===== src/rtl/mnist_layer_sequencer.sv =====
// Sequences the shared MAC through every layer-1 neuron, then every layer-2 neuron, with a running argmax.
// Latency: 1 + sum over neurons of (1 clear + FANIN issue + stall + result latency + 1 next) cycles from start to done.
// Backpressure: an operand issue holds while dp_ready is low; result latency is unbounded (waits on res_valid).
module mnist_layer_sequencer #(
  parameter int L1_IN  = 784,
  parameter int L1_OUT = 32,
  parameter int L2_OUT = 10,
  parameter int IA_W   = 10,
  parameter int WA_W   = 15,
  parameter int RES_W  = 16
) (
  input  logic             clk,
  input  logic             rst,
  input  logic             start,
  output logic             busy,
  output logic             done,
  output logic [3:0]       predicted_class,
  output logic             layer_sel,
  output logic             mac_clear,
  output logic             mac_en,
  output logic             mac_last,
  input  logic             dp_ready,
  output logic [IA_W-1:0]  in_addr,
  output logic [WA_W-1:0]  w_addr,
  input  logic             res_valid,
  input  logic [RES_W-1:0] res_data,
  output logic             hid_we,
  output logic [5:0]       hid_addr,
  output logic [RES_W-1:0] hid_wdata
);

  localparam logic [2:0] S_IDLE  = 3'd0;
  localparam logic [2:0] S_CLEAR = 3'd1;
  localparam logic [2:0] S_ISSUE = 3'd2;
  localparam logic [2:0] S_WAIT  = 3'd3;
  localparam logic [2:0] S_NEXT  = 3'd4;

  // Last operand index of a neuron and last neuron index of a layer, per layer.
  localparam logic [IA_W-1:0] L1_FAN_LAST = IA_W'(L1_IN - 1);
  localparam logic [IA_W-1:0] L2_FAN_LAST = IA_W'(L1_OUT - 1);
  localparam logic [5:0]      L1_NEU_LAST = 6'(L1_OUT - 1);
  localparam logic [5:0]      L2_NEU_LAST = 6'(L2_OUT - 1);

  logic [2:0]              state_q, state_d;
  logic                    layer_q, layer_d;
  logic [5:0]              neuron_q, neuron_d;
  logic [IA_W-1:0]         in_addr_q, in_addr_d;
  logic [WA_W-1:0]         w_addr_q, w_addr_d;
  logic                    busy_q, busy_d;
  logic                    done_q, done_d;
  logic [3:0]              pred_q, pred_d;
  logic signed [RES_W-1:0] best_q, best_d;
  logic [3:0]              idx_q, idx_d;

  logic [IA_W-1:0] fan_last;
  logic [5:0]      neu_last;

  assign fan_last = layer_q ? L2_FAN_LAST : L1_FAN_LAST;
  assign neu_last = layer_q ? L2_NEU_LAST : L1_NEU_LAST;

  assign busy            = busy_q;
  assign done            = done_q;
  assign predicted_class = pred_q;
  assign layer_sel       = layer_q;
  assign in_addr         = in_addr_q;
  assign w_addr          = w_addr_q;
  assign mac_clear       = (state_q == S_CLEAR);
  assign mac_en          = (state_q == S_ISSUE);
  assign mac_last        = mac_en && (in_addr_q == fan_last);
  // Hidden activations are written straight through in the cycle the result arrives.
  assign hid_we          = (state_q == S_WAIT) && res_valid && !layer_q;
  assign hid_addr        = neuron_q;
  assign hid_wdata       = res_data;

  // Next-state logic: FSM, operand counters and the running argmax.
  always_comb begin
    state_d   = state_q;
    layer_d   = layer_q;
    neuron_d  = neuron_q;
    in_addr_d = in_addr_q;
    w_addr_d  = w_addr_q;
    busy_d    = busy_q;
    done_d    = done_q;
    pred_d    = pred_q;
    best_d    = best_q;
    idx_d     = idx_q;
    case (state_q)
      S_IDLE: begin
        if (start) begin
          done_d    = 1'b0;
          layer_d   = 1'b0;
          neuron_d  = '0;
          in_addr_d = '0;
          w_addr_d  = '0;
          busy_d    = 1'b1;
          state_d   = S_CLEAR;
        end
      end
      S_CLEAR: state_d = S_ISSUE;
      S_ISSUE: begin
        if (dp_ready) begin
          // w_addr runs linearly across the whole layer; only in_addr wraps per neuron.
          w_addr_d = w_addr_q + WA_W'(1);
          if (in_addr_q == fan_last) begin
            in_addr_d = '0;
            state_d   = S_WAIT;
          end else begin
            in_addr_d = in_addr_q + IA_W'(1);
          end
        end
      end
      S_WAIT: begin
        if (res_valid) begin
          // Strict greater-than keeps the lower index on ties.
          if (layer_q && ((neuron_q == 6'd0) || ($signed(res_data) > best_q))) begin
            best_d = $signed(res_data);
            idx_d  = neuron_q[3:0];
          end
          state_d = S_NEXT;
        end
      end
      S_NEXT: begin
        if (neuron_q != neu_last) begin
          neuron_d = neuron_q + 6'd1;
          state_d  = S_CLEAR;
        end else if (!layer_q) begin
          layer_d  = 1'b1;
          neuron_d = '0;
          w_addr_d = '0;
          state_d  = S_CLEAR;
        end else begin
          pred_d  = idx_q;
          done_d  = 1'b1;
          busy_d  = 1'b0;
          state_d = S_IDLE;
        end
      end
      default: state_d = S_IDLE;
    endcase
  end

  // State registers with synchronous reset that abandons any inference in flight.
  always_ff @(posedge clk) begin
    if (rst) begin
      state_q   <= S_IDLE;
      layer_q   <= 1'b0;
      neuron_q  <= '0;
      in_addr_q <= '0;
      w_addr_q  <= '0;
      busy_q    <= 1'b0;
      done_q    <= 1'b0;
      pred_q    <= '0;
      best_q    <= '0;
      idx_q     <= '0;
    end else begin
      state_q   <= state_d;
      layer_q   <= layer_d;
      neuron_q  <= neuron_d;
      in_addr_q <= in_addr_d;
      w_addr_q  <= w_addr_d;
      busy_q    <= busy_d;
      done_q    <= done_d;
      pred_q    <= pred_d;
      best_q    <= best_d;
      idx_q     <= idx_d;
    end
  end

endmodule


===== config.mk =====
export PLATFORM = sky130hd
export DESIGN_NAME = mnist_layer_sequencer
export DESIGN_NICKNAME = d
export VERILOG_FILES = /design/src/rtl/mnist_layer_sequencer.sv
export SDC_FILE = /design/constraint.sdc
export NUM_CORES = 1
export LEC_CHECK = 0
export ABC_AREA = 1
export CAP_MARGIN = 25
export CORE_MARGIN = 2
export CORE_UTILIZATION = 50
export DETAILED_ROUTE_END_ITERATION = 16
export PLACE_DENSITY_LB_ADDON = 0.2
export RECOVER_POWER = 25
export SLEW_MARGIN = 20
export SYNTH_ARGS = -nofsm -noshare
export SYNTH_HDL_FRONTEND = slang
export SYNTH_SLANG_ARGS = --single-unit

===== constraint.sdc =====
create_clock -name clk -period 2.3 [get_ports clk]
set_input_delay 0.46 -clock clk [delete_from_list [all_inputs] [get_ports clk]]
set_output_delay 0.46 -clock clk [all_outputs]
set_load 0.05 [all_outputs]

* Yosys cells after proc, flatten, opt, wreduce, memory -nomap -nowiden
Index checks and enable logic that the tools add are counted.
Word-level totals: flip-flop bits (word level) 61, input port bits 21, output and inout bits 58, logic and storage cells 80
Operators by class: add/sub/neg operators 3, equality and inequality tests 14, magnitude comparators 1, multiplexer cells 32, bitwise gates (word level) 1, reductions and logical operators 19
Operators with widths (count):
- 15-bit two-way mux | 4
- 15-bit case mux with 3 select lines | 1
- 10-bit two-way mux | 4
- 10-bit case mux with 2 select lines | 1
- 6-bit two-way mux | 3
- 16-bit > comparator | 1
- 15-bit by 1-bit adder with 15-bit output, second input constant | 1
- 3-bit case mux with 5 select lines | 1
- 3-bit AND reduction | 5
- 3-bit two-way mux | 4
- 6-bit case mux with 2 select lines | 1
- 10-bit by 1-bit adder with 10-bit output, second input constant | 1
- 10-bit == test | 1
- 2-bit != test, second input constant | 5
- 1-bit two-way mux | 9
- 4-bit AND reduction | 2
- 6-bit by 1-bit adder with 6-bit output, second input constant | 1
- 3-bit by 2-bit == test with 1-bit output, second input constant | 2
- 6-bit zero test | 1
- 6-bit by 5-bit != test with 1-bit output | 1
- 1-bit case mux with 2 select lines | 3
- 5-bit two-way mux | 1
- 5-bit AND reduction | 1
- 1-bit logical AND | 4
- other kinds (10) | 12

* Longest topological paths before layout
depth after elaboration 5, gate-level depth with buffers 17, depth with buffers taken out 16

* Least setup slack after synthesis
No wires, ideal clock.
path kind flip-flop to output port, start register in_addr_q[0], in the netlist in_addr[0], end output mac_last, path buffers 0, required time 1.840 ns, setup slack -0.083 ns, stages on the path, launching flop included 6, arrival 1.923 ns, path through dfxtp_1 ha_1 inv_1 nor4_1 o2111ai_1 nor2_1
Between the ends: cells in the longest elaborated chain, start to end 2
Ends and longest elaborated chain:
- start: declaration | RTL line 47 | logic [IA_W-1:0] in_addr_q, in_addr_d;
- start signal: assignment | RTL line 159 | in_addr_q <= in_addr_d;
- 10-bit == test | RTL line 69 | assign mac_last = mac_en && (in_addr_q == fan_last);
- 1-bit logical AND | RTL line 69
- end: declaration | RTL line 21 | output logic mac_last,
Every way passes these cells.

* Worst setup path after layout
start register in_addr_q[1], in the netlist in_addr[1], end output mac_last
The elaborated chain is that of the path after synthesis.

==> results.md <==
- Area Growth Syn to Fin: 31.22%
- Die width: 90.99 um
- Lkg Pwr: 2.045 nW
- GPL Wtd Cong: 0.8895
- CTS Sinks: 61
- Final hold violation count: 0
- Largest stage delay, worst path: 370 ps
- PortBufs: 78
- Placed cell areas: 4830 sq um
- CTS H-tree depth: 3
- Crit path from: in_addr[1]
- Fin nets: 659
- Overall Power: 0.003468 W
- Post-Synth Simple-Gate Area: 0.3175
- Cell area after synthesis: 3784 sq um
- Fin crit share: 0.9510
- Power density cells: 698.4 nW/um^2
- Drt drc: 0
- Tightest Pin Transition: 534.9 ps
- Startpoint Class: register
- Min-delay src: predicted_class[2]
- CTS tree: built
- Final setup TNS: 0 ps
- Cell Chain, Critical Path: ha_1 > inv_1 > nor4_1 > o2111ai_1 > nor2_2 > buf_12
- Net Sw Frac: 0.3973
- Drt initial violations: 112
- Status: finished clean
- Worst R2R Start: state_q[0]
- Skew-Pair Late Insertion Delay: 330 ps
- Vias in the first global route: 3,466
- Net switching power: 0.001378 W
- Worst Hold Class: register to register
- MaxCap Viol Count: 0
- Post-Syn Nets: 580
- Critical Path RT: 1840 ps
- Area of the die: 8279 sq um
- DP Wirelength: 6741 um
- Vias post-DR: 3,640
- Post-synth top flop: dfxtp_1
- Post-Layout Inst Area: 4965 sq um
- Post-Synth Adder-Cell Area: 0.06614
- Cell with the most instances after synthesis: nand2_1
- N_diodes: 0
- Cell taking the most area after synthesis: dfxtp_1
- Core Util, Final: 0.6809
- CTS root buf: clkbuf_8
- RSZ-0062 raised after global routing: no
- Worst Path Max Fanout: 4
- WS Path Type: register to primary output
- TritonRoute pass-1 iters: 5
- Die height: 90.99 um
- Xor and xnor area share after synthesis: 0.02546
- Wire length after detailed routing: 8671 um
- Worst EP arrival: 1730 ps
- Post-route antenna net violation count: 0
- Clock power share: 0.279
- Combinational share of power: 0.374
- Core footprint: 7292 sq um
- Initial core utilization: 0.5189
- Fmax: 0.4572 GHz
- Tot GR Track Use: 0.2136
- Synthesized area per cell: 7.020 sq um
- Slew margin rel.: 0.6423
- Placed Cells: 706
- Initial antenna violation count: 0
- Largest family of logic cells by synthesized area: simple AND/OR/NAND/NOR gates
- I/O pin count: 79
- Drt via density: 5.049
- Crit-path slowest cell: dfxtp_1
- Multi-input logic area: 1999 sq um
- Mapped Cells: 539
- Yosys warning count: 0
- Post-synth EDFFs: 0
- CTS Buf Count: 9
- Pint: 0.002090 W
- Clock slew seen by the registers of the worst setup and hold paths: 70 ps
- Share of cells above drive strength 1: 0.1431
- Setup Skew: 5.868 ps
- Sequential share of power: 0.347
- Register area share after synthesis: 0.3228
- CTS max path bufs: 2
- Sequential cell area: 1222 sq um
- Post-route minimum period: 2187 ps
- Wire per inst: 12.03 um
- Synth Register Bits: 61
- Synth top area share: 0.3228
- Post-synthesis compound-gate area fraction: 0.1243
- Core Rows: 31
- Fillers: 678
- Final cell count without fillers: 721
- Worst Setup End Kind: primary output
- Async SR Flop Fraction: 0
- GRT overflow: 0
- First-pass GRT wire length: 14,810 um
- Largest net degree at the start of global routing: 41
- Mux contribution to synthesized area: 0
- Pins Over Slew Limit: 0
- Final setup fails: 0
- Synth area leaders: dfxtp_1 (32%), nand2_1 (9.4%), inv_1 (7.6%)
- Distinct cells, synth: 43
- Max VDD drop: 0.4880 mV
- Top cells by count, synth: nand2_1 (95), inv_1 (77), nor2_1 (66), dfxtp_1 (61), a21oi_1 (49)
==> critical path, delay by kind of cell, from the launching register on <==
kind,cells,cell delay (ps)
AND/OR/NAND/NOR,2,400
flip-flops,1,370
buffers and inverters,2,230
adder cells (fa/ha/maj),1,210
AO/OA/AOI/OAI,1,180
==> what timing repair did <==
action	4_1_cts	5_1_grt
setup buffers	0	0
hold buffers	0	0
resized for setup	0	7
endpoints found under the setup margin	0	21
==> registers in the layout (all words and copies together), names as in the netlist <==
| register | flops |
|---|---|
| idx_q | 4 |
| layer_sel | 1 |
| busy | 1 |
| best_q | 16 |
| predicted_class | 4 |
| in_addr | 10 |
| state_q | 3 |
| done | 1 |
| hid_addr | 6 |
| w_addr | 15 |
==> final timing paths <==
check	cells after the start	slack [ps]	end
min	2	450	predicted_class[2]
max	6	110	mac_last
max reg2reg	7	250	in_addr[5]
min reg2reg	2	450	predicted_class[2]
==> per-stage QoR <==
stage          hold slack [ps]  setup WS, ps
2_1_floorplan            446.3         121.3
3_3_place_gp             438.3        -175.9
3_5_place_dp             439.1        -314.4
4_1_cts                  449.7         27.33
5_1_grt                  467.3         10.97
6_report                 446.5         112.7
==> layer usage <==
metal	up-vias	wire length (um)	track usage
met5	-	0	0
met4	0	125	0.07828
met3	12	318	0.03983
met2	80	4486	0.3852
met1	1683	3741	0.2508
li1	1865	-	-
==> power by group through the flow <==
stage          sequential (W)  clock [W]  combinational, W
6_report              0.00120   0.000967           0.00130
4_1_cts               0.00120   0.000983           0.00134
5_1_grt               0.00122    0.00103           0.00141
2_1_floorplan         0.00137          0          0.000838
3_3_place_gp          0.00122          0           0.00130
3_5_place_dp          0.00123          0           0.00133
==> cell type report <==
cell class,count,share of cell area
multi-input cells,361,0.4027
flip-flops and latches,61,0.2462
well taps,99,0.02495
repair buffers,99,0.2210
inverters,86,0.06502
clock buffers,11,0.03049
clock inverters,4,0.009577
==> cell usage in the layout, fill, tap and decap left out, types with 9 or more instances in the layout <==
master           instances
buf_4                   15
clkbuf_8                11
buf_12                  20
inv_1                   77
nor2_1                  62
nand3_1                 37
nor2_2                   9
dfxtp_1                 60
nand2_1                 97
o21ai_0                  9
clkbuf_1                 9
a21oi_1                 49
ha_1                    20
clkdlybuf4s50_1         53
nor3_1                  19
==> cells by family after synthesis <==
logic type      after synthesis
buf+inv                     117
simple gates                254
fa+ha+maj                    20
compound gates               76
flops                        61
xor+xnor                     11
(Power assumes the default switching activity.)
